==> src/rtl/alu_pkg.sv <==
// Shared opcode constants and FSM state encoding for the ALU command driver.
package alu_pkg;

    localparam logic [5:0] OP_ADD = 6'b100000;
    localparam logic [5:0] OP_SUB = 6'b100010;
    localparam logic [5:0] OP_AND = 6'b100100;
    localparam logic [5:0] OP_OR  = 6'b100101;
    localparam logic [5:0] OP_XOR = 6'b100110;
    localparam logic [5:0] OP_NOR = 6'b100111;
    localparam logic [5:0] OP_SRA = 6'b000011;
    localparam logic [5:0] OP_SRL = 6'b000010;

    typedef enum logic [2:0] {
        IDLE    = 3'd0,
        LOAD_A  = 3'd1,
        GAP_A   = 3'd2,
        LOAD_B  = 3'd3,
        GAP_B   = 3'd4,
        LOAD_OP = 3'd5,
        WAIT    = 3'd6,
        RESP    = 3'd7
    } drv_state_e;

endpackage

==> src/rtl/alu_ref_model.sv <==
// Combinational golden ALU model used to cross-check captured results.
module alu_ref_model
    import alu_pkg::*;
#(
    parameter int unsigned NB_DATA = 8,
    parameter int unsigned NB_OP   = 6
) (
    input  logic [NB_DATA-1:0] i_a,
    input  logic [NB_DATA-1:0] i_b,
    input  logic [NB_OP-1:0]   i_op,
    output logic [NB_DATA-1:0] o_result_c,
    output logic               o_known_c
);

    always_comb begin
        o_result_c = '0;
        o_known_c  = 1'b1;
        case (i_op)
            NB_OP'(OP_ADD): o_result_c = i_a + i_b;
            NB_OP'(OP_SUB): o_result_c = i_a - i_b;
            NB_OP'(OP_AND): o_result_c = i_a & i_b;
            NB_OP'(OP_OR):  o_result_c = i_a | i_b;
            NB_OP'(OP_XOR): o_result_c = i_a ^ i_b;
            NB_OP'(OP_NOR): o_result_c = ~(i_a | i_b);
            NB_OP'(OP_SRA): o_result_c = $unsigned($signed(i_a) >>> i_b);
            NB_OP'(OP_SRL): o_result_c = i_a >> i_b;
            default:        o_known_c  = 1'b0;
        endcase
    end

endmodule

==> src/rtl/alu_cmd_driver.sv <==
// Sequences one ALU command onto switch/button inputs and returns the captured result.
// Optional golden-model checking is enabled with the ALU_DRV_CHECK_EN macro.
module alu_cmd_driver
    import alu_pkg::*;
#(
    parameter int unsigned NB_DATA       = 8,
    parameter int unsigned NB_OP         = 6,
    parameter int unsigned PULSE_CYCLES  = 1,
    parameter int unsigned SETTLE_CYCLES = 2
) (
    input  logic               i_clk,
    input  logic               i_reset,
    input  logic               i_cmd_valid,
    output logic               o_cmd_ready,
    input  logic [NB_DATA-1:0] i_cmd_a,
    input  logic [NB_DATA-1:0] i_cmd_b,
    input  logic [NB_OP-1:0]   i_cmd_op,
    output logic [NB_DATA-1:0] o_dataSw,
    output logic [NB_OP-1:0]   o_opSw,
    output logic               o_btnA,
    output logic               o_btnB,
    output logic               o_btnO,
    input  logic [NB_DATA-1:0] i_resultLed,
    input  logic               i_overflowLed,
    output logic               o_rsp_valid,
    input  logic               i_rsp_ready,
    output logic [NB_DATA-1:0] o_rsp_result,
    output logic               o_rsp_overflow,
    output logic               o_mismatch
);

    localparam int unsigned CNT_MAX = (PULSE_CYCLES > SETTLE_CYCLES) ? PULSE_CYCLES : SETTLE_CYCLES;
    localparam int unsigned CNT_W   = (CNT_MAX > 1) ? $clog2(CNT_MAX) : 1;
    localparam logic [CNT_W-1:0] PULSE_LD  = CNT_W'(PULSE_CYCLES - 1);
    localparam logic [CNT_W-1:0] SETTLE_LD = CNT_W'(SETTLE_CYCLES - 1);

    drv_state_e         state_q, state_d;
    logic [CNT_W-1:0]   cnt_q, cnt_d;
    logic [NB_DATA-1:0] a_q, a_d, b_q, b_d;
    logic [NB_OP-1:0]   op_q, op_d;
    logic [NB_DATA-1:0] data_sw_q, data_sw_d;
    logic [NB_OP-1:0]   op_sw_q, op_sw_d;
    logic               btn_a_q, btn_a_d, btn_b_q, btn_b_d, btn_o_q, btn_o_d;
    logic               cmd_ready_q, cmd_ready_d;
    logic               rsp_valid_q, rsp_valid_d;
    logic [NB_DATA-1:0] result_q, result_d;
    logic               ovf_q, ovf_d;
    logic               capture_c;

    assign capture_c = (state_q == WAIT) && (cnt_q == '0);

    // Next state, timing counter, and outputs decoded from the next state so they align with it.
    always_comb begin
        state_d   = state_q;
        cnt_d     = cnt_q;
        a_d       = a_q;
        b_d       = b_q;
        op_d      = op_q;
        data_sw_d = data_sw_q;
        op_sw_d   = op_sw_q;
        result_d  = result_q;
        ovf_d     = ovf_q;

        case (state_q)
            IDLE: begin
                if (i_cmd_valid) begin
                    a_d     = i_cmd_a;
                    b_d     = i_cmd_b;
                    op_d    = i_cmd_op;
                    cnt_d   = PULSE_LD;
                    state_d = LOAD_A;
                end
            end
            LOAD_A: begin
                if (cnt_q == '0) state_d = GAP_A;
                else             cnt_d   = cnt_q - 1'b1;
            end
            GAP_A: begin
                cnt_d   = PULSE_LD;
                state_d = LOAD_B;
            end
            LOAD_B: begin
                if (cnt_q == '0) state_d = GAP_B;
                else             cnt_d   = cnt_q - 1'b1;
            end
            GAP_B: begin
                cnt_d   = PULSE_LD;
                state_d = LOAD_OP;
            end
            LOAD_OP: begin
                if (cnt_q == '0) begin
                    cnt_d   = SETTLE_LD;
                    state_d = WAIT;
                end else begin
                    cnt_d = cnt_q - 1'b1;
                end
            end
            WAIT: begin
                if (capture_c) begin
                    result_d = i_resultLed;
                    ovf_d    = i_overflowLed;
                    state_d  = RESP;
                end else begin
                    cnt_d = cnt_q - 1'b1;
                end
            end
            RESP: begin
                if (i_rsp_ready) state_d = IDLE;
            end
            default: state_d = IDLE;
        endcase

        case (state_d)
            LOAD_A, GAP_A:          data_sw_d = a_d;
            LOAD_B, GAP_B, LOAD_OP: data_sw_d = b_d;
            default: ;
        endcase
        if (state_d == LOAD_OP) op_sw_d = op_d;

        btn_a_d     = (state_d == LOAD_A);
        btn_b_d     = (state_d == LOAD_B);
        btn_o_d     = (state_d == LOAD_OP);
        cmd_ready_d = (state_d == IDLE);
        rsp_valid_d = (state_d == RESP);
    end

    always_ff @(posedge i_clk) begin
        if (i_reset) begin
            state_q     <= IDLE;
            cnt_q       <= '0;
            a_q         <= '0;
            b_q         <= '0;
            op_q        <= '0;
            data_sw_q   <= '0;
            op_sw_q     <= '0;
            btn_a_q     <= 1'b0;
            btn_b_q     <= 1'b0;
            btn_o_q     <= 1'b0;
            cmd_ready_q <= 1'b1;
            rsp_valid_q <= 1'b0;
            result_q    <= '0;
            ovf_q       <= 1'b0;
        end else begin
            state_q     <= state_d;
            cnt_q       <= cnt_d;
            a_q         <= a_d;
            b_q         <= b_d;
            op_q        <= op_d;
            data_sw_q   <= data_sw_d;
            op_sw_q     <= op_sw_d;
            btn_a_q     <= btn_a_d;
            btn_b_q     <= btn_b_d;
            btn_o_q     <= btn_o_d;
            cmd_ready_q <= cmd_ready_d;
            rsp_valid_q <= rsp_valid_d;
            result_q    <= result_d;
            ovf_q       <= ovf_d;
        end
    end

`ifdef ALU_DRV_CHECK_EN
    logic [NB_DATA-1:0] ref_result;
    logic               ref_known;
    logic               mismatch_q, mismatch_d;

    alu_ref_model #(
        .NB_DATA (NB_DATA),
        .NB_OP   (NB_OP)
    ) u_ref_model (
        .i_a        (a_q),
        .i_b        (b_q),
        .i_op       (op_q),
        .o_result_c (ref_result),
        .o_known_c  (ref_known)
    );

    // Flag evaluated against the live ALU result on the capture edge.
    always_comb begin
        mismatch_d = mismatch_q;
        if (capture_c) mismatch_d = ref_known && (ref_result != i_resultLed);
    end

    always_ff @(posedge i_clk) begin
        if (i_reset) mismatch_q <= 1'b0;
        else         mismatch_q <= mismatch_d;
    end

    assign o_mismatch = mismatch_q;
`else
    assign o_mismatch = 1'b0;
`endif

    assign o_cmd_ready    = cmd_ready_q;
    assign o_dataSw       = data_sw_q;
    assign o_opSw         = op_sw_q;
    assign o_btnA         = btn_a_q;
    assign o_btnB         = btn_b_q;
    assign o_btnO         = btn_o_q;
    assign o_rsp_valid    = rsp_valid_q;
    assign o_rsp_result   = result_q;
    assign o_rsp_overflow = ovf_q;

endmodule

==> config.mk <==
export PLATFORM = sky130hd
export DESIGN_NAME = alu_cmd_driver
export DESIGN_NICKNAME = d
export VERILOG_FILES = /design/src/rtl/alu_pkg.sv /design/src/rtl/alu_ref_model.sv /design/src/rtl/alu_cmd_driver.sv
export SDC_FILE = /design/constraint.sdc
export NUM_CORES = 1
export LEC_CHECK = 0
export BUFFER_PORTS_ARGS = -buffer_cell sky130_fd_sc_hd__buf_4
export CAP_MARGIN = 15
export CELL_PAD_IN_SITES_DETAIL_PLACEMENT = 0
export CELL_PAD_IN_SITES_GLOBAL_PLACEMENT = 1
export CORE_MARGIN = 5
export CORE_UTILIZATION = 40
export CTS_CLUSTER_SIZE = 24
export DETAILED_ROUTE_END_ITERATION = 6
export HOLD_SLACK_MARGIN = 0.03
export PLACE_DENSITY = 0.9
export SLEW_MARGIN = 30
export SYNTH_ARGS = -nofsm -noshare
export SYNTH_HDL_FRONTEND = slang
export SYNTH_SLANG_ARGS = --single-unit
==> constraint.sdc <==
create_clock -name i_clk -period 3.35 [get_ports i_clk]
set_input_delay 0 -clock i_clk [delete_from_list [all_inputs] [get_ports i_clk]]
set_output_delay 0 -clock i_clk [all_outputs]
set_load 0.1 [all_outputs]
After elaboration in Yosys (flattened, before gate mapping)

Index checks and enable logic that the tools add are counted.

Register bits after elaboration: 54
Input bits: 35
Output and inout port bits: 29

Add/subtract/negate cells: 1
Eq/ne operators: 15
Mux-type cells: 19
Bitwise operators: 1
Reduce and logical (&&, ||, !) cells: 11

Operator list:

| operator            | number |
|---|---|
| $mux 8              | 4 |
| $pmux 3 s8          | 1 |
| $eq 3x3->1 const B  | 7 |
| $mux 3              | 6 |
| $pmux 8 s2          | 1 |
| $eq 3x2->1 const B  | 4 |
| $mux 6              | 2 |
| $eq 3x1->1 const B  | 2 |
| $logic_not 3->1     | 2 |
| $reduce_or 2->1     | 3 |
| $pmux 1 s5          | 1 |
| $reduce_bool 5->1   | 1 |
| $mux 1              | 4 |
| $ne 2x2->1 const B  | 2 |
| $reduce_and 3->1    | 1 |
| $reduce_or 3->1     | 1 |
| $reduce_and 2->1    | 1 |
| $reduce_bool 2->1   | 1 |
| $logic_and 1x1->1   | 1 |
| $not 1->1           | 1 |
| $sub 1x1->1 const B | 1 |

Longest topological paths before layout

Gate-level depths: netlist (run 1).

Depth in word-level cells: 7
Mapped depth: 6

Worst setup path after synthesis (run 1)

OpenSTA, ideal clock, no wires.

Kind: reg-to-reg
Start point: reg state_q[2]
End point: reg data_sw_q[7], in the netlist o_dataSw[7]
Library setup time: 0.119 ns
Arrival: 1.588 ns
Data required time: 3.231 ns
Slack: 1.643 ns
Cell stages (with the launch flop): 7
Path buffers: 2
Path through: dfxtp_1 -> buf_4 -> nor4b_4 -> buf_6 -> mux2i_1 -> nand3_1 -> a32o_2

Longest elaborated chain between the ends: 7
Elaborated cells between the ends (all ways): 27
Those cells by class: 12 x eq/ne; 10 x mux; 5 x reduce/logical

RTL lines:

| what                                               | RTL line                                   | source |
|---|---|---|
| from (decl)                                        | alu_cmd_driver.sv:37                       | `drv_state_e state_q, state_d;` |
| from (signal assigned)                             | alu_cmd_driver.sv:144                      | `state_q <= state_d;` |
| $eq 3x3->1                                         | alu_cmd_driver.sv:50, alu_cmd_driver.sv:64 |  |
| $logic_and 1x1->1                                  | alu_cmd_driver.sv:50                       | `assign capture_c = (state_q == WAIT) && (cnt_q == '0);` |
| $mux 3                                             | alu_cmd_driver.sv:99                       | `if (capture_c) begin` |
| $pmux 3 s8                                         | alu_cmd_driver.sv:64                       | `case (state_q)` |
| $eq 3x2->1 (tied with other cells)                 | alu_cmd_driver.sv:113                      | `case (state_d)` |
| $reduce_or 3->1 or $reduce_or 2->1 (tied branches) | alu_cmd_driver.sv:113                      |  |
| $pmux 8 s2 or $reduce_bool 2->1 (tied branches)    | -                                          |  |
| to (signal assigned)                               | alu_cmd_driver.sv:149                      | `data_sw_q <= data_sw_d;` |
| to (decl)                                          | alu_cmd_driver.sv:41                       | `logic [NB_DATA-1:0] data_sw_q, data_sw_d;` |

Parallel ways exist; a longest one is shown, timed or not.
A chain may end at the register's enable or synchronous reset.

Final worst setup path (run 1)

Start point: reg state_q[2]
End point: reg data_sw_q[0], in the netlist o_dataSw[0]

Same word-level chain as after synthesis.

==> results of run 1 <==
==> worst max-delay path by stage <==
stage	slack (ns)	startpoint	cells after the start	endpoint
floorplan	1.64	state_q[2]	6	o_dataSw[7]
global placement	1.43	state_q[2]	5	o_dataSw[6]
detailed placement	1.39	state_q[2]	5	o_dataSw[4]
CTS	1.34	state_q[2]	5	o_dataSw[0]
global route	1.24	state_q[2]	5	o_dataSw[0]
finish	1.35	state_q[2]	5	o_dataSw[0]
==> power groups by stage <==
stage	Clock, mW	Sequential, mW	Combinational, mW
CTS	0.418	0.751	0.576
finish	0.406	0.750	0.574
global placement	0	0.764	0.539
floorplan	0	0.948	0.252
global route	0.445	0.758	0.608
detailed placement	0	0.765	0.546
==> per-stage QoR <==
step / std cells / instance area [um2]
floorplan: 231 / 2170
global placement: 347 / 2620
detailed placement: 347 / 2620
CTS: 386 / 3040
global route: 386 / 3040
finish: 386 / 3040
==> critical path: stages (launching register included) <==
cell	delay [ns]
dfxtp_1	0.47
nor4b_4	0.32
buf_4	0.38
mux2i_1	0.31
nand3_1	0.12
a32o_1	0.29
==> registers in the layout (all words and copies together), names as in the netlist <==
name and count:
o_opSw 6, op_q 6, o_btnA 1, o_rsp_overflow 1
o_btnB 1, o_rsp_result 8, b_q 8, o_btnO 1
o_dataSw 8, o_rsp_valid 1, o_cmd_ready 1, a_q 8
cnt_q 1, state_q 3
==> metal layers <==
| layer | part of all wire (%) | routed length [um] | vias to the layer above | GRT usage, % |
|---|---|---|---|---|
| li1 | - | - | 953 | - |
| met1 | 45 | 2320 | 898 | 18.4 |
| met5 | 0 | 0 | - | 0 |
| met3 | 5.0 | 257 | 6 | 3.46 |
| met4 | 1.1 | 57 | 0 | 4.82 |
| met2 | 49 | 2540 | 45 | 25.7 |
==> logic make-up after synthesis <==
family | synth area share, %
muxes | 10.2
buffers and inverters | 5.65
and+or+nand+nor | 19.7
DFF | 49.9
AOI/OAI and AO/OA | 14.4
other | 0.173
==> Yosys cell counts <==
library cell / count / area (um2)
and3b_1: 1 / 8.76
nor2b_1: 1 / 6.26
o21ai_1: 8 / 40.0
or3_1: 1 / 6.26
nand2b_4: 1 / 13.8
buf_4: 3 / 22.5
and3_2: 1 / 7.51
a2111oi_4: 1 / 27.5
nor3_2: 1 / 10.0
clkbuf_2: 1 / 5.00
clkbuf_1: 5 / 18.8
nor3b_4: 1 / 18.8
a21o_1: 1 / 7.51
nor2_1: 28 / 105
inv_1: 2 / 7.51
inv_2: 1 / 3.75
buf_2: 4 / 20.0
nand3_1: 10 / 50.1
mux2i_1: 22 / 220
o22ai_1: 1 / 6.26
and3_1: 1 / 6.26
nand2b_1: 1 / 6.26
a211o_1: 1 / 8.76
o21a_1: 1 / 7.51
nand2_1: 34 / 128
or3_2: 1 / 7.51
dfxtp_1: 54 / 1080
buf_6: 4 / 45.0
a21oi_1: 22 / 110
conb_1: 1 / 3.75
nor3_1: 1 / 5.00
nor4b_4: 1 / 23.8
nor4_2: 1 / 12.5
and2_1: 1 / 6.26
a21oi_2: 1 / 8.76
and2_0: 1 / 6.26
a32o_1: 7 / 70.1
o21ai_0: 3 / 15.0
a32o_2: 1 / 11.3
==> placed cells by master, fill, tap and decap left out, types with 2 or more instances in the layout <==
master          n
a32o_1          7
o21ai_0         3
o21ai_1         8
a21oi_1        22
buf_4          63
mux2i_1        22
dfxtp_1        54
inv_1           2
nand3_1        10
dlygate4sd3_1  31
clkbuf_8        8
nor2_1         28
nand2_1        34
==> layout make-up <==
class	instances	area share, %
Clock buffer	8	3.62
Inverter	3	0.371
Multi-Input combinational cell	157	31.8
Sequential cell	54	35.6
Tap cell	70	2.88
Timing Repair Buffer	94	25.8
==> reports/results.tsv, run 1 <==
stage	metric	value	unit
cts	Clk pin slew, worst setup/hold paths	0.09	ns
sta	Setup-failing EPs final	0	
cts	CTS buffer count	5	
place	DP Worst Slack	1.39	ns
power_and_ir_drop	P_sw	0.622	mW
sta	Achievable Freq	501	MHz
cts	CTS tree	yes	
cts	Longest Clk Path Bufs	2	
global_routing	first-pass GRT wire length	8670	um
worst_setup_path	CP Capture Type	register	
worst_setup_path	FF-to-FF End	o_dataSw[0]	
worst_setup_path	RR Startpoint	state_q[2]	
floorplan	overall die height	83.6	um
sta	Min Hold Slack	0.0837	ns
job	Max-cap violations	0	
floorplan	Rows	26	
final_layout	post-layout util	58.7	%
routing	average via count per standard cell	4.93	
global_routing	antenna violations before repair	0	
global_routing	number of global-route vias before repair	1807	
yosys	sequential share of the synthesized area	49.9	%
sta	Worst Slack Setup Final	1.35	ns
sta	Worst Tran Pin Value	0.607	ns
floorplan	I/O pin count	64	
hold_path	worst hold start	i_rsp_ready	
routing	Residual DRC	0	
worst_setup_path	Startpoint Class	register	
worst_setup_path	Max FO, Critical Path	22	
power_and_ir_drop	Pleak	1.30	nW
yosys	post-synth cell types	39	
cts	clk_lat worst skew	0.30	ns
final_layout	layout cells sized above 1	25.9	%
sta	relative slew slack	59.4	%
floorplan	die width	83.6	um
sta	fin. max-slew vios	0	
sta	Fin Clk Skew	0.00944	ns
cts	clock root buffer	clkbuf_8	
cts	cts repair resizes	0	
power_and_ir_drop	post-layout power	1.73	mW
hold_path	Worst Hold Depth	4	
power_and_ir_drop	combinational share of power	33.2	%
sta	Tcrit/Tclk final	59.6	%
floorplan	die footprint	6990	um2
power_and_ir_drop	Int Pwr	1.11	mW
sta	RSZ-0062 raised after global routing	false	
routing	via count	1902	
place	dpl hpwl	3410	um
floorplan	Starting Density	41.9	%
worst_setup_path	R2R setup slack	1.35	ns
floorplan	Core Footprint	5170	um2
global_routing	largest net degree at the start of global routing	46	
cts	postcts setup bufs	0	
yosys	post-synthesis cell count	231	
final_layout	Sequential cell area	1080	um2
worst_setup_path	worst path required time	3.55	ns
yosys	yosys warns	0	
worst_setup_path	WS Path Type	register to register	
global_routing	gr ovfl total	0	
power_and_ir_drop	sequential share of power	43.4	%
sta	endpoints failing hold	0	
sta	crit path time final	2.00	ns
worst_setup_path	CP Data Arrival Time	2.19	ns
final_layout	NumNets Final	350	
yosys	Post-Synthesis Cell Area	2170	um2
power_and_ir_drop	Peak supply drop	0.278	mV
worst_setup_path	worst r2r path cells	5	
cts	CTS sink cnt	54	
place	Port Buffer Count	62	
routing	DRT Wirelength	5180	um
routing	Antenna Nets Post-Route	0	
final_layout	area of the multi-input gates	965	um2
yosys	Syn Area/Cell	9.39	um2
final_layout	antenna cells	0	
final_layout	area grow syn2layout	40.1	%
status	status	completed	
power_and_ir_drop	Power Dens Cells	570	nW/um2
hold_path	Hold/Removal Path Class	input pin to register	
yosys	Syn Nets	266	
routing	drt pass-1 iters	4	
routing	DRT iter0 DRCs	95	
power_and_ir_drop	Net Sw Frac	35.9	%
final_layout	Fillers	449	
place	routability cong.	0.728	
yosys	count of state elements after synthesis	54	
cts	H-tree depth	2	
sta	post-route setup TNS	0	ns
routing	wire per inst	13.4	um
cts	Hold-fix buffers, CTS	31	
power_and_ir_drop	Clock Power Share	23.5	%
hold_path	WHS Endpoint	state_q[2]	
global_routing	total track usage	14.9	%
Power figures use the tool's default switching activity.
==> run 2, diff against run 1 <==
--- a/config.mk
+++ b/config.mk
@@ -5,16 +5,17 @@
 export SDC_FILE = /design/constraint.sdc
 export NUM_CORES = 1
 export LEC_CHECK = 0
+export ABC_AREA = 1
 export BUFFER_PORTS_ARGS = -buffer_cell sky130_fd_sc_hd__buf_4
 export CAP_MARGIN = 15
 export CELL_PAD_IN_SITES_DETAIL_PLACEMENT = 0
 export CELL_PAD_IN_SITES_GLOBAL_PLACEMENT = 1
 export CORE_MARGIN = 5
-export CORE_UTILIZATION = 40
+export CORE_UTILIZATION = 33
 export CTS_CLUSTER_SIZE = 24
 export DETAILED_ROUTE_END_ITERATION = 6
 export HOLD_SLACK_MARGIN = 0.03
-export PLACE_DENSITY = 0.9
+export PLACE_DENSITY = 0.83
 export SLEW_MARGIN = 30
 export SYNTH_ARGS = -nofsm -noshare
 export SYNTH_HDL_FRONTEND = slang
==> constraint.sdc (replaced) <==
create_clock -name i_clk -period 1.69 [get_ports i_clk]
set_input_delay 0 -clock i_clk [delete_from_list [all_inputs] [get_ports i_clk]]
set_output_delay 0 -clock i_clk [all_outputs]
set_load 0.1 [all_outputs]
==> reports/results.tsv, run 2 <==
stage	metric	value	unit	change
place	routability cong.	0.799		+9.7%
routing	DRT Wirelength	5650	um	+9.2%
final_layout	post-route cell area	3220	um2	+6.1%
sta	Min Hold Slack	0.0455	ns	-0.0382 ns
job	Max-cap violations	0		unchanged
sta	Fin Clk Skew	0.0105	ns	+0.00105 ns
final_layout	area grow syn2layout	36.4	%	
floorplan	overall die height	94.6	um	+13%
yosys	Synth Area in Compound Gates	12.8	%	-1.7 points
yosys	Synth top area share	45.8	%	-4.1 points
hold_path	worst hold start	i_cmd_b[5]		
routing	average via count per standard cell	4.22		-14%
final_layout	commonest non-fill, non-tap cell in the layout	nor2_1		
global_routing	largest net degree at the start of global routing	41		-11%
final_layout	Cell Count, Final, Fillers Out	502		+30%
yosys	Post-Synthesis Cell Area	2360	um2	+8.9%
final_layout	most frequent cells in the layout	nor2_1, buf_4, nand2_1		
global_routing	number of global-route vias before repair	2018		+12%
floorplan	Core Footprint	6870	um2	+33%
worst_setup_path	CP Data Arrival Time	1.75	ns	-0.44 ns
routing	Residual DRC	0		unchanged
worst_setup_path	RR Startpoint	state_q[1]		
sta	crit path time final	1.55	ns	-0.449 ns
yosys	most frequent cell after synthesis	nor2_1		
routing	DRT iter0 DRCs	90		-5.3%
yosys	count of state elements after synthesis	54		unchanged
worst_setup_path	Worst Setup SP	state_q[1]		
cts	CTS buffer count	5		unchanged
status	status	completed		
sta	Setup-failing EPs final	0		unchanged
sta	RSZ-0062 raised after global routing	false		
place	Post-Place Cells	474		+37%
yosys	post-synth cell types	30		-23%
power_and_ir_drop	Power Dens Cells	1810	nW/um2	+220%
global_routing	total track usage	13.3	%	-1.6 points
hold_path	Hold/Removal Path Class	input pin to register		
global_routing	antenna violations before repair	0		unchanged
final_layout	antenna cells	0		unchanged
sta	post-route setup TNS	0	ns	unchanged
floorplan	Rows	30		+15%
power_and_ir_drop	Peak supply drop	0.652	mV	+130%
cts	clk_lat worst skew	0.30	ns	about the same
yosys	asr flop ratio synth	0	%	unchanged
worst_setup_path	worst path required time	1.89	ns	-1.66 ns
place	DP Worst Slack	0.0452	ns	-1.34 ns
yosys	simple-gate share of the synthesized area	30.3	%	+11 points
power_and_ir_drop	post-layout power	5.82	mW	+240%
worst_setup_path	R2R setup slack	0.14	ns	-1.21 ns
final_layout	layout cells sized above 1	25.6	%	-0.33 points
final_layout	NumNets Final	440		+26%
sta	Tcrit/Tclk final	91.6	%	+32 points
floorplan	I/O pin count	64		unchanged
cts	CTS sink cnt	54		unchanged
place	dpl hpwl	4010	um	+18%
floorplan	Starting Density	34.4	%	-7.5 points
yosys	main combinational cell family by area after synthesis	simple AND/OR/NAND/NOR gates		
cts	H-tree depth	2		unchanged
worst_setup_path	WS Path Type	register to register		
yosys	multiplexer area fraction after synthesis	0	%	-10 points
yosys	Syn Nets	360		+35%
place	Port Buffer Count	62		unchanged
yosys	largest area contributor in the netlist	dfxtp_1		
sta	Achievable Freq	646	MHz	+29%
cts	Longest Clk Path Bufs	2		unchanged
yosys	Syn Area/Cell	7.27	um2	-23%
yosys	Post-Synth Adder-Cell Area	0	%	unchanged
routing	via count	2120		+11%
sta	endpoints failing hold	0		unchanged
routing	Antenna Nets Post-Route	0		unchanged
yosys	Synth Area in XOR/XNOR	0	%	unchanged
worst_setup_path	Startpoint Class	register		
cts	Clk pin slew, worst setup/hold paths	0.10	ns	about the same
yosys	yosys warns	0		unchanged
global_routing	first-pass GRT wire length	9400	um	+8.4%
yosys	Post-synth EDFFs	0		unchanged
place	DP Area	2910	um2	+11%
cts	CTS tree	yes		
power_and_ir_drop	Pleak	1.60	nW	+23%
sta	Worst Slack Setup Final	0.141	ns	-1.21 ns
yosys	top cells by area, synth	dfxtp_1, nor2_1, nand2_1		
cts	clock root buffer	clkbuf_8		
sta	fin. max-slew vios	0		unchanged
yosys	most frequent cells after synthesis	nor2_1, dfxtp_1, nand2_1		
global_routing	gr ovfl total	0		unchanged
final_layout	post-layout util	46.9	%	-12 points
floorplan	die width	94.6	um	+13%
worst_setup_path	CP Capture Type	register		
yosys	post-synthesis cell count	325		+41%
yosys	sequential share of the synthesized area	45.8	%	-4.1 points
worst_setup_path	Max FO, Critical Path	8		-64%
routing	drt pass-1 iters	5		+1
floorplan	die footprint	8950	um2	+28%
routing	wire per inst	11.3	um	-16%
yosys	top_reg_cell synth	dfxtp_1		
[run 2: changes by cell type after synthesis, moves of 4 or more]
cell     delta
o21ai_0    +11
o21a_1     +10
inv_1      +38
a21oi_1     -7
a32o_1      -7
o21ai_1     -8
nand2_1    +20
nand3_1     +4
inv_2       +4
or2_1       +4
nor2_1     +43
or2_2       +5
mux2i_1    -22
nand2_2     +6
[run 2: where the power goes]
group | internal (mW) | leakage (nW) | total (mW) | switching, mW
logic | 1.08 | 1.11 | 3.39 | 2.32
registers | 1.59 | 0.444 | 1.70 | 0.115
clock network | 0.332 | 0.0482 | 0.729 | 0.398
total | 2.99 | 1.60 | 5.82 | 2.83
[run 2: layout make-up]
type                    instances  area [um2]
clock buffers                   7        86.3
clock inverters                 1        5.00
fillers                       706        3650
inverters                      46         173
multi-input cells             211        1040
flip-flops and latches         54        1080
well taps                      96         120
repair buffers                 87         717
[run 2: path summary, 6_finish.rpt]
path | to | cells past startpoint
hold / removal | b_q[5] | 4
setup / recovery | o_dataSw[0] | 9
hold reg to reg | o_opSw[5] | 2
setup reg to reg | o_dataSw[0] | 9
[run 2: cell families after synthesis]
family,count (synthesis)
buffers and inverters,60
DFF,54
other,1
AOI/OAI and AO/OA,47
and+or+nand+nor,163
[run 2: routing by layer]
layer | vias to the layer above | GRT usage, % | part of all wire [%]
met3 | 6 | 3.43 | 4.7
met4 | 0 | 4.57 | 1.3
met1 | 903 | 17.2 | 48
met2 | 57 | 21.6 | 46
li1 | 1154 | - | -
met5 | - | 0 | 0
[run 2: critical path, stage by stage (launching register included)]
cell	delay (ns)
dfxtp_2	0.35
nand2_1	0.09
clkinv_1	0.11
o21ai_4	0.12
nand3_4	0.15
nand2_4	0.11
a21boi_4	0.27
nand3_1	0.14
nand2_1	0.08
inv_1	0.03
[run 2: repair_timing]
item | CTS | global route
hold buffers | 19 | 0
endpoints found under the setup margin | 0 | 16
endpoints found under the hold margin | 19 | 0
resized for setup | 0 | 7
setup buffers | 0 | 1
==> run 3, diff against run 2 <==
--- a/config.mk
+++ b/config.mk
@@ -15,7 +15,7 @@
 export CTS_CLUSTER_SIZE = 24
 export DETAILED_ROUTE_END_ITERATION = 6
 export HOLD_SLACK_MARGIN = 0.03
-export PLACE_DENSITY = 0.83
+export PLACE_DENSITY_LB_ADDON = 0.1
 export SLEW_MARGIN = 30
 export SYNTH_ARGS = -nofsm -noshare
 export SYNTH_HDL_FRONTEND = slang
==> reports/results.tsv, run 3 (same netlist as run 2, synthesis figures left out) <==
stage	metric	value	unit	change
status	status	completed		
sta	RSZ-0062 raised after global routing	false		
worst_setup_path	worst r2r path cells	9		unchanged
routing	DRT Wirelength	5690	um	+0.69%
global_routing	antenna violations before repair	0		unchanged
final_layout	Fillers	732		+3.7%
worst_setup_path	CP Data Arrival Time	1.77	ns	+0.02 ns
cts	Clk pin slew, worst setup/hold paths	0.11	ns	about the same
place	dpl hpwl	4050	um	+0.99%
sta	Min Hold Slack	0.0391	ns	-0.00637 ns
cts	CTS sink cnt	54		unchanged
worst_setup_path	RR Startpoint	state_q[1]		
final_layout	post-route cell area	3260	um2	+1.2%
global_routing	first-pass GRT wire length	9090	um	-3.2%
cts	postcts setup bufs	0		unchanged
floorplan	Rows	30		unchanged
hold_path	Hold/Removal Path Class	input pin to register		
cts	Longest Clk Path Bufs	2		unchanged
floorplan	overall die height	94.6	um	unchanged
power_and_ir_drop	Int Pwr	3.04	mW	+1.4%
power_and_ir_drop	sequential share of power	28.7	%	-0.5 points
final_layout	most frequent cells in the layout	nor2_1, buf_4, nand2_1		
cts	CTS tree	yes		
cts	clock root buffer	clkbuf_8		
sta	Fin Clk Skew	0.00939	ns	-0.00111 ns
floorplan	die width	94.6	um	unchanged
sta	Setup-failing EPs final	0		unchanged
routing	met2 routed WL	2520	um	-3.0%
worst_setup_path	worst path required time	1.91	ns	+0.02 ns
routing	DRT iter0 DRCs	31		-66%
power_and_ir_drop	Pleak	1.62	nW	+1.3%
sta	endpoints failing hold	0		unchanged
cts	clk_lat worst skew	0.31	ns	about the same
sta	post-route setup TNS	0	ns	unchanged
floorplan	Starting Density	34.4	%	unchanged
sta	Achievable Freq	646	MHz	+0.12%
worst_setup_path	Startpoint Class	register		
routing	wire per inst	11.2	um	-0.11%
routing	WL met1	2820	um	+4.0%
global_routing	total track usage	12.8	%	-0.54 points
final_layout	NumNets Final	444		+0.91%
routing	Top Metal Used	met4		
global_routing	gr ovfl total	0		unchanged
routing	drt pass-1 iters	4		-1
final_layout	area grow syn2layout	38.1	%	
floorplan	I/O pin count	64		unchanged
power_and_ir_drop	P_sw	2.92	mW	+3.3%
global_routing	largest net degree at the start of global routing	41		unchanged
cts	CTS buffer count	5		unchanged
sta	crit path time final	1.55	ns	-0.00192 ns
place	DP Area	2950	um2	+1.2%
hold_path	Worst Hold Depth	4		unchanged
routing	Residual DRC	0		unchanged
routing	Antenna Nets Post-Route	0		unchanged
place	routability cong.	0.761		-4.8%
sta	fin. max-slew vios	0		unchanged
power_and_ir_drop	Net Sw Frac	49.0	%	+0.46 points
sta	Tcrit/Tclk final	91.5	%	-0.11 points
place	Port Buffer Count	62		unchanged
power_and_ir_drop	Peak supply drop	0.649	mV	-0.51%
worst_setup_path	WS Path Type	register to register		
final_layout	layout cells sized above 1	26.1	%	+0.48 points
final_layout	antenna cells	0		unchanged
routing	met3 WL	306	um	+15%
power_and_ir_drop	Power Dens Cells	1830	nW/um2	+1.0%
final_layout	post-layout util	47.5	%	+0.58 points
hold_path	worst hold start	i_cmd_b[2]		
worst_setup_path	Worst Setup SP	state_q[1]		
final_layout	commonest non-fill, non-tap cell in the layout	nor2_1		
routing	average via count per standard cell	4.22		about the same
power_and_ir_drop	combinational share of power	58.6	%	+0.3 points
floorplan	Core Footprint	6870	um2	unchanged
power_and_ir_drop	Clock Power Share	12.7	%	+0.2 points
job	Max-cap violations	0		unchanged
worst_setup_path	Max FO, Critical Path	8		unchanged
floorplan	die footprint	8950	um2	unchanged
routing	via count	2135		+0.71%
cts	H-tree depth	2		unchanged
worst_setup_path	CP Capture Type	register		
global_routing	number of global-route vias before repair	1919		-4.9%
run 3: cell count changes in the layout (fill, tap and decap cells not counted), moves of 2 or more:
cell,change
dlygate4sd3_1,+2
inv_6,+2
o21ai_0,-3
o21ai_1,+3
run 3: metal layers:
metal,track usage (%),vias to the layer above
met5,0,-
met3,3.82,4
met2,20.1,39
met4,3.49,0
met1,17.0,921
li1,-,1171
run 3: layout make-up:
cell class,count,area (um2),area share [%]
clock buffer,5,68.8,2.11
clock inverter,3,22.5,0.690
inverter,46,173,5.29
multi-input combinational,211,1030,31.5
sequential,54,1090,33.3
tap,96,120,3.68
timing repair buffer,91,764,23.4
run 3: timing repair:
action,CTS,global route
hold buffers,20,1
hold endpoints to repair,20,1
resized for setup,0,9
setup endpoints to repair,0,11
run 3: per-stage QoR:
step / power [mW] / setup WS [ns] / std cells
after floorplan: 4.49 / 0.278 / 325
after CTS: 6.02 / 0.0600 / 505
after global routing: 6.46 / 0.00243 / 506
after global placement: 5.18 / 0.0723 / 477
final: 5.96 / 0.143 / 506
after detailed placement: 5.19 / 0.0650 / 477
run 3: worst paths after layout:
| path | slack [ns] | end |
|---|---|---|
| worst max-delay path | 0.14 | o_dataSw[6] |
| worst min-delay path | 0.04 | b_q[2] |
| worst max register to register | 0.14 | o_dataSw[6] |
| worst min register to register | 0.50 | o_opSw[3] |
run 3: power by group through the flow:
stage / clock (mW) / sequential (mW) / combinational [mW]
6_report: 0.754 / 1.71 / 3.49
3_3_place_gp: 0 / 1.72 / 3.45
4_1_cts: 0.799 / 1.70 / 3.52
5_1_grt: 0.845 / 1.75 / 3.87
2_1_floorplan: 0 / 2.48 / 2.01
3_5_place_dp: 0 / 1.73 / 3.46
run 3: critical path, cell delays in order, from the launching register on:
cell and delay, ns:
dfxtp_4 0.38, nand2_1 0.09, clkinv_1 0.11, o21ai_4 0.11, nand3_4 0.14, nand2_4 0.10, a21boi_4 0.29, nand3_1 0.14
nand2_1 0.07, inv_1 0.03
